`config.mk`:
```
export PLATFORM = sky130hd
export DESIGN_NAME = serializer_tx
export DESIGN_NICKNAME = d
export VERILOG_FILES = /design/src/rtl/serializer_tx.sv
export SDC_FILE = /design/constraint.sdc
export NUM_CORES = 1
export LEC_CHECK = 0
export BUFFER_PORTS_ARGS = -buffer_cell sky130_fd_sc_hd__buf_2
export CAP_MARGIN = 10
export CELL_PAD_IN_SITES_DETAIL_PLACEMENT = 1
export CELL_PAD_IN_SITES_GLOBAL_PLACEMENT = 1
export CORE_ASPECT_RATIO = 0.75
export CORE_MARGIN = 2
export CORE_UTILIZATION = 43
export DETAILED_ROUTE_END_ITERATION = 10
export PLACE_DENSITY_LB_ADDON = 0.15
export RECOVER_POWER = 100
export SYNTH_ARGS = -nofsm -noshare
export SYNTH_HDL_FRONTEND = slang
export SYNTH_SLANG_ARGS = --single-unit
export TNS_END_PERCENT = 30
```
`constraint.sdc`:
```
create_clock -name i_clk -period 2.1 [get_ports i_clk]
set_clock_uncertainty 0.1 [all_clocks]
set_input_delay 0.525 -clock i_clk [delete_from_list [all_inputs] [get_ports i_clk]]
set_output_delay 0.525 -clock i_clk [all_outputs]
set_load 0.05 [all_outputs]
```
`src/rtl/serializer_tx.sv`:
```
// Parallel-to-serial transmitter: one-word holding buffer feeding a framed
// synchronous serial link (divided sclk, data, active-low frame select).
module serializer_tx #(
    parameter int DATA_WIDTH = 12,
    parameter int CLK_DIV    = 10,
    parameter bit MSB_FIRST  = 1'b1,
    parameter int GAP_HALVES = 2
) (
    input  logic                  i_clk,
    input  logic                  i_rst_n,
    input  logic [DATA_WIDTH-1:0] i_data,
    input  logic                  i_valid,
    output logic                  o_ready,
    output logic                  o_sclk,
    output logic                  o_sdata,
    output logic                  o_cs_n,
    output logic                  o_busy,
    output logic                  o_done
);
    localparam int H  = CLK_DIV / 2;
    localparam int HW = (H > 1) ? $clog2(H) : 1;
    localparam int BW = $clog2(DATA_WIDTH);
    localparam int GW = (GAP_HALVES > 1) ? $clog2(GAP_HALVES) : 1;

    localparam logic [HW-1:0] HALF_LAST = HW'(H - 1);
    localparam logic [BW-1:0] BIT_LAST  = BW'(DATA_WIDTH - 1);
    localparam logic [GW-1:0] GAP_LAST  = GW'(GAP_HALVES - 1);

    localparam logic [1:0] ST_IDLE  = 2'd0;
    localparam logic [1:0] ST_LEAD  = 2'd1;
    localparam logic [1:0] ST_SHIFT = 2'd2;
    localparam logic [1:0] ST_GAP   = 2'd3;

    logic [1:0]            state_reg, state_next;
    logic [HW-1:0]         half_reg, half_next;
    logic [BW-1:0]         bit_reg, bit_next;
    logic [GW-1:0]         gap_reg, gap_next;
    logic                  phase_reg, phase_next;
    logic [DATA_WIDTH-1:0] shift_reg, shift_next;
    logic [DATA_WIDTH-1:0] buf_reg, buf_next;
    logic                  buf_full_reg, buf_full_next;
    logic                  sclk_reg, sclk_next;
    logic                  sdata_reg, sdata_next;
    logic                  cs_n_reg, cs_n_next;
    logic                  done_reg, done_next;
    logic                  take_buf;
    logic                  half_end;

    function automatic logic first_bit(input logic [DATA_WIDTH-1:0] w);
        return MSB_FIRST ? w[DATA_WIDTH-1] : w[0];
    endfunction

    // Bit that becomes current after one shift of w.
    function automatic logic second_bit(input logic [DATA_WIDTH-1:0] w);
        return MSB_FIRST ? w[DATA_WIDTH-2] : w[1];
    endfunction

    function automatic logic [DATA_WIDTH-1:0] shifted(input logic [DATA_WIDTH-1:0] w);
        return MSB_FIRST ? {w[DATA_WIDTH-2:0], 1'b0} : {1'b0, w[DATA_WIDTH-1:1]};
    endfunction

    assign half_end = (half_reg == HALF_LAST);

    always_comb begin
        state_next    = state_reg;
        half_next     = half_reg;
        bit_next      = bit_reg;
        gap_next      = gap_reg;
        phase_next    = phase_reg;
        shift_next    = shift_reg;
        buf_next      = buf_reg;
        buf_full_next = buf_full_reg;
        sclk_next     = sclk_reg;
        sdata_next    = sdata_reg;
        cs_n_next     = cs_n_reg;
        done_next     = 1'b0;
        take_buf      = 1'b0;

        if (state_reg != ST_IDLE) begin
            half_next = half_end ? '0 : half_reg + 1'b1;
        end

        case (state_reg)
            ST_IDLE: begin
                if (buf_full_reg) begin
                    take_buf   = 1'b1;
                    state_next = ST_LEAD;
                    half_next  = '0;
                    shift_next = buf_reg;
                    sdata_next = first_bit(buf_reg);
                    cs_n_next  = 1'b0;
                    sclk_next  = 1'b0;
                end
            end
            ST_LEAD: begin
                if (half_end) begin
                    state_next = ST_SHIFT;
                    phase_next = 1'b1;
                    bit_next   = '0;
                    sclk_next  = 1'b1;
                end
            end
            ST_SHIFT: begin
                if (half_end && phase_reg) begin
                    phase_next = 1'b0;
                    sclk_next  = 1'b0;
                    shift_next = shifted(shift_reg);
                    // A queued word presents its first bit a full half period before the next rising sclk.
                    if (bit_reg == BIT_LAST && buf_full_reg) begin
                        sdata_next = first_bit(buf_reg);
                    end else begin
                        sdata_next = second_bit(shift_reg);
                    end
                end else if (half_end && bit_reg != BIT_LAST) begin
                    phase_next = 1'b1;
                    sclk_next  = 1'b1;
                    bit_next   = bit_reg + 1'b1;
                end else if (half_end) begin
                    done_next = 1'b1;
                    if (buf_full_reg) begin
                        take_buf   = 1'b1;
                        shift_next = buf_reg;
                        sdata_next = first_bit(buf_reg);
                        bit_next   = '0;
                        phase_next = 1'b1;
                        sclk_next  = 1'b1;
                    end else begin
                        state_next = ST_GAP;
                        cs_n_next  = 1'b1;
                        sdata_next = 1'b0;
                        gap_next   = '0;
                    end
                end
            end
            ST_GAP: begin
                if (half_end) begin
                    if (gap_reg == GAP_LAST) begin
                        state_next = ST_IDLE;
                    end else begin
                        gap_next = gap_reg + 1'b1;
                    end
                end
            end
            default: begin
                state_next = ST_IDLE;
            end
        endcase

        // Buffer can only be emptied while full, so a load never coincides with a handshake.
        if (take_buf) begin
            buf_full_next = 1'b0;
        end else if (i_valid && !buf_full_reg) begin
            buf_full_next = 1'b1;
            buf_next      = i_data;
        end
    end

    always_ff @(posedge i_clk or negedge i_rst_n) begin
        if (!i_rst_n) begin
            state_reg    <= ST_IDLE;
            half_reg     <= '0;
            bit_reg      <= '0;
            gap_reg      <= '0;
            phase_reg    <= 1'b0;
            shift_reg    <= '0;
            buf_reg      <= '0;
            buf_full_reg <= 1'b0;
            sclk_reg     <= 1'b0;
            sdata_reg    <= 1'b0;
            cs_n_reg     <= 1'b1;
            done_reg     <= 1'b0;
        end else begin
            state_reg    <= state_next;
            half_reg     <= half_next;
            bit_reg      <= bit_next;
            gap_reg      <= gap_next;
            phase_reg    <= phase_next;
            shift_reg    <= shift_next;
            buf_reg      <= buf_next;
            buf_full_reg <= buf_full_next;
            sclk_reg     <= sclk_next;
            sdata_reg    <= sdata_next;
            cs_n_reg     <= cs_n_next;
            done_reg     <= done_next;
        end
    end

    assign o_ready = ~buf_full_reg;
    assign o_busy  = (state_reg != ST_IDLE) | buf_full_reg;
    assign o_sclk  = sclk_reg;
    assign o_sdata = sdata_reg;
    assign o_cs_n  = cs_n_reg;
    assign o_done  = done_reg;

endmodule

```
Word level (Yosys, flattened, before mapping)
Index checks and enable logic that the tools add are counted.
{ "word_totals": {"input_bits": 15, "ff_bits": 40, "elab_cells": 121, "out_inout_bits": 6} }
{ "op_classes": {"n_addsub": 3, "mux": 62, "eq_ne": 20, "bitwise_logic": 3, "n_reduce_logical": 21} }
{ "op_table": {"columns": ["op", "n"], "rows": [
  ["$mux W12", 4],
  ["$mux W1", 32],
  ["$pmux W12 S2", 1],
  ["$mux W4", 5],
  ["$mux W2", 8],
  ["$ne A2 B2 Y1 const B", 8],
  ["$mux W3", 4],
  ["$ne A3 B3 Y1 const B", 4],
  ["$ne A4 B4 Y1 const B", 3],
  ["$reduce_and A6 Y1", 2],
  ["$pmux W1 S2", 5],
  ["$reduce_and A5 Y1", 2],
  ["$reduce_bool A2 Y1", 5],
  ["$pmux W2 S4", 1],
  ["$pmux W4 S2", 1],
  ["$reduce_and A4 Y1", 2],
  ["$reduce_and A8 Y1", 1],
  ["$add A4 B1 Y4 const B", 1],
  ["$eq A2 B2 Y1 const B", 2],
  ["$eq A4 B4 Y1 const B", 1],
  ["$logic_and A1 B1 Y1", 4],
  ["$add A3 B1 Y3 const B", 1],
  ["$eq A3 B3 Y1 const B", 1],
  ["$pmux W1 S3", 1],
  ["9 further kinds", 10]
]} }

Longest topological paths before layout
{ "depth": {"depth_word": 7, "mapped_depth": 8, "depth_no_buf": 6} }

Least setup slack after synthesis
Ideal clock, no wire load.
{ "synth_path": {"kind": "register -> register", "from": "register state_reg[0]", "to": "register state_reg[1]", "t_required_ns": 1.875, "stages_incl_launch_ff": 7, "slack_ns": -0.022, "t_arrival_ns": 1.897, "path_cell_list": "dfrtp_1 -> inv_1 -> ha_1 -> nand2b_1 -> o2111ai_1 -> nor3_4 -> mux2_2"} }
{ "synth_via": {"elab_chain_len": 3, "word_cells_on_any_way": 14, "classes_between": "eq/ne: 11; mux: 1; reduce/logical: 2"} }
{ "synth_rtl": {"columns": ["element", "line", "text"], "rows": [
  ["from (decl)", "34", "logic [1:0] state_reg, state_next;"],
  ["from (signal assigned)", "173", "state_reg <= state_next;"],
  ["$eq A2 B2 Y1, or another cell as far along", "83", "case (state_reg)"],
  ["$ne A2 B2 Y1 (no source line)", null, null],
  ["$reduce_and A8 Y1 (no source line)", null, null]
]} }
Parallel ways exist; a longest one is shown, timed or not.
A chain may end at the register's enable or synchronous reset.

Worst setup path after layout
{ "layout_path": {"from": "register buf_full_reg", "to": "output port o_ready"} }
{ "layout_via": {"elab_chain_len": 1} }
{ "layout_rtl": {"columns": ["element", "line", "text"], "rows": [
  ["from (decl)", "41", "logic buf_full_reg, buf_full_next;"],
  ["from (signal assigned)", "180", "buf_full_reg <= buf_full_next;"],
  ["$not A1 Y1", "188", "assign o_ready = ~buf_full_reg;"],
  ["to (decl)", "13", "output logic o_ready,"]
]} }
Every way passes these cells.

==> metrics.txt <==
outcome finished clean; hold violation count in the final report 0; buffering stage count on the worst path with inverters included 2; Area contributors post-synth sky130_fd_sc_hd__dfrtp_1 (47%), sky130_fd_sc_hd__mux2_2 (7.2%), sky130_fd_sc_hd__ha_1 (5.6%); cell type with the largest total area after synthesis sky130_fd_sc_hd__dfrtp_1; post-synthesis sequential area ratio 48.3%; YS warnings 0; total wire length after detailed routing 4980 um; post-route ant nets 0; share of the synthesized area in the top cell type 47.0%; RSZ-0062 raised after global routing true; Initial Util 45.0%; cell with the most instances after synthesis sky130_fd_sc_hd__dfrtp_1; placed wire-length estimate after detailed placement 3790 um; critical path required time 1.47 ns; global routing met2 resource utilization 32.4%; arrival time of data at the critical path endpoint 1.41 ns; startpoint of the lowest-slack register-to-register path state_reg[0]$_DFFE_PN0P_; slowest cell on the critical path sky130_fd_sc_hd__dfrtp_1; total of endpoints with negative setup slack in the final report 0; combinational fraction of design power 16.5%; slew of the pin with the lowest slew margin 0.955 ns; critical setup path kind flop to output port; Largest register FFs 12; Setup Buffers After CTS 0; Longest Clk Path Bufs 2; via count of the first global-routing pass 1718; number of standard cells in the layout, taps in and fillers out 289; CTS tree yes; register cell area after layout 977 sq um; Crit Path Max Fanout 10; cell internal power dissipation 1.26 mW; start point of the critical path buf_full_reg$_DFFE_PN0P_; total negative slack for setup checks 0 ns; number of synthesized flops with an enable pin 0; post-route fraction of the period consumed by the critical path 96.7%; Final Total Pwr 1.71 mW; number of max-slew violations in the final report 0; critical path, cell by cell inv_1, clkbuf_2; fraction of power spent switching nets 26.2%; overall die height 63.4 um; Cells after DPL 283; Avg Synthesized Cell Area 10.8 sq um; per-cell via count in the routed design 5.62; share of cells above drive strength 1 32.8%; routability-driven placement congestion ratio 0.849; peak clock frequency supported by timing 492 MHz; worst relative slew slack 36.4%; share of total power in sequential cells 53.5%; Total Die Area 5270 sq um; initial antenna violation count 0; clock transition at the register clock pins on the worst setup and hold paths after CTS 0.08 ns; Setup crit end kind output port; flip-flop and latch count after synthesis 39; number of unique standard cell types used by synthesis 44; number of vias in the routed layout 1625; Netlist Area Pre-Place 2020 sq um; synthesis-to-layout area growth 21.8%; total global-route track usage 20.7%; Antenna diodes 0; WL per Instance 17.2 um; multi-input combinational cell area 992 sq um; setup slack of the worst register-to-register path 0.08 ns; TritonRoute pass-1 iters 4; async set-reset flop share out of synthesis 100%; largest net degree at the start of global routing 40; Max stage delay on crit path 0.53 ns; worst setup slack after placement -0.235 ns; post-route worst setup slack 0.0689 ns; fill count 510; switching power total 0.448 mW; M3 GR Usage 4.59%; number of I/O pins 21; buffer type at the clock tree root sky130_fd_sc_hd__clkbuf_8; time the final worst path needs with I/O delays and setup 2.03 ns; total cell area at the placement stage 2350 sq um; area inside the core boundary 4490 sq um; endpoint of the most critical register-to-register path state_reg[1]$_DFFE_PN0P_; Most used DFF post-synth sky130_fd_sc_hd__dfrtp_1; total nets after synthesis 211; Setup crit start kind flop; number of buffers created by CTS 5; violation count after the first detailed-routing iteration 65; net count of the finished layout 256; Hold WS 0.362 ns; IR Drop Worst-Case VDD 0.000596 V; Top Usage Layer GRT met2; Core Util, Final 54.8%; clock share of power 30.0%; most frequent cells after synthesis sky130_fd_sc_hd__dfrtp_1 (38), sky130_fd_sc_hd__a21oi_1 (14), sky130_fd_sc_hd__mux2_2 (13), sky130_fd_sc_hd__o21ai_0 (13); total leakage power 1.14 nW; sinks on the clock net 39; critical path's top delay family buffers and inverters; Remaining Overflow, GRT 0; MaxCap Viol Count 0; met1 track utilization from global routing 30.0%; depth of the worst register-to-register path 7; width of the die 83.2 um; Port Buffer Count 20; remaining routing DRC violations 0; power per standard cell area 695 nW/um^2; Cells after Synth 187; worst skew pair latency 0.29 ns; number of levels in the clock H-tree 2; cts hold-fix bufs 0; Worst Hold Class input port to async pin; total non-filler cell area in the finished layout 2460 sq um; number of rows created at floorplan 21; global-route wire length before repair 8710 um
-- power by group through the flow --
stage	Combinational (mW)	Sequential (mW)	Clock (mW)
final	0.282	0.915	0.514
after global routing	0.311	0.932	0.562
after CTS	0.288	0.916	0.528
after detailed placement	0.285	0.930	0
after global placement	0.272	0.921	0
after floorplan	0.210	0.904	0
-- worst max-delay path by stage --
| stage | end | slack, ns | cells past startpoint |
|---|---|---|---|
| final | o_ready | 0.07 | 2 |
| after global routing | o_sdata$_DFFE_PN0P_ | -0.02 | 7 |
| after floorplan | state_reg[1]$_DFFE_PN0P_ | 0.21 | 6 |
| after detailed placement | shift_reg[1]$_DFFE_PN0P_ | -0.23 | 5 |
| after global placement | shift_reg[6]$_DFFE_PN0P_ | -0.13 | 5 |
| after CTS | o_busy | -0.04 | 6 |
-- worst reg2reg max path, cell delays in order (launching register included) --
cell and delay, ns:
sky130_fd_sc_hd__dfrtp_1 0.38, sky130_fd_sc_hd__inv_2 0.08, sky130_fd_sc_hd__ha_1 0.21, sky130_fd_sc_hd__buf_4 0.17, sky130_fd_sc_hd__buf_4 0.16, sky130_fd_sc_hd__and3_4 0.20, sky130_fd_sc_hd__nor3_4 0.24, sky130_fd_sc_hd__mux2_2 0.36
-- layer usage --
metal | vias to the layer above | share of wire [%]
li1 | 776 | -
met1 | 814 | 51
met2 | 31 | 44
met3 | 4 | 4.6
met4 | 0 | 0.62
met5 | - | 0
-- cells in the final DEF (no fill, tap or decap), drive strengths merged --
| cell | count |
|---|---|
| o221ai | 1 |
| buf | 39 |
| clkinv | 1 |
| nand4 | 2 |
| a22o | 1 |
| a21boi | 2 |
| nor3 | 5 |
| nor2 | 7 |
| o41ai | 2 |
| and3b | 1 |
| o31ai | 2 |
| a31oi | 2 |
| nand2 | 8 |
| o2bb2ai | 11 |
| a31o | 1 |
| or4 | 1 |
| ha | 9 |
| a22oi | 1 |
| mux2i | 3 |
| nor2b | 2 |
| o21bai | 1 |
| clkbuf | 15 |
| nand4bb | 1 |
| nand3b | 1 |
| o2111ai | 1 |
| o21ai | 13 |
| o31a | 1 |
| and2 | 1 |
| a221o | 1 |
| a21oi | 15 |
| nand3 | 3 |
| or3 | 1 |
| dfrtp | 38 |
| nand2b | 3 |
| and3 | 12 |
| inv | 9 |
| dfstp | 1 |
| and2b | 1 |
| mux2 | 13 |
-- kinds of logic after synthesis --
kind of cell    after synthesis  share of synthesized area, %
compound gates               55                          18.6
simple gates                 49                          14.2
flops                        39                          48.3
buf+inv                      19                          4.58
mux                          16                          8.73
fa+ha+maj                     9                          5.57
-- cell type report --
class                           instances  area share, %
Inverter                                9           1.37
Clock inverter                          1          0.203
Tap cell                               57           2.90
Timing Repair Buffer                   48           12.2
Sequential cell                        39           39.7
Multi-Input combinational cell        129           40.3
Clock buffer                            6           3.35
-- what timing repair did --
item                                    4_1_cts  5_1_grt
gates cloned                                  0        0
resized for setup                             7        6
endpoints found under the setup margin       12       19
Power figures use the tool's default switching activity.
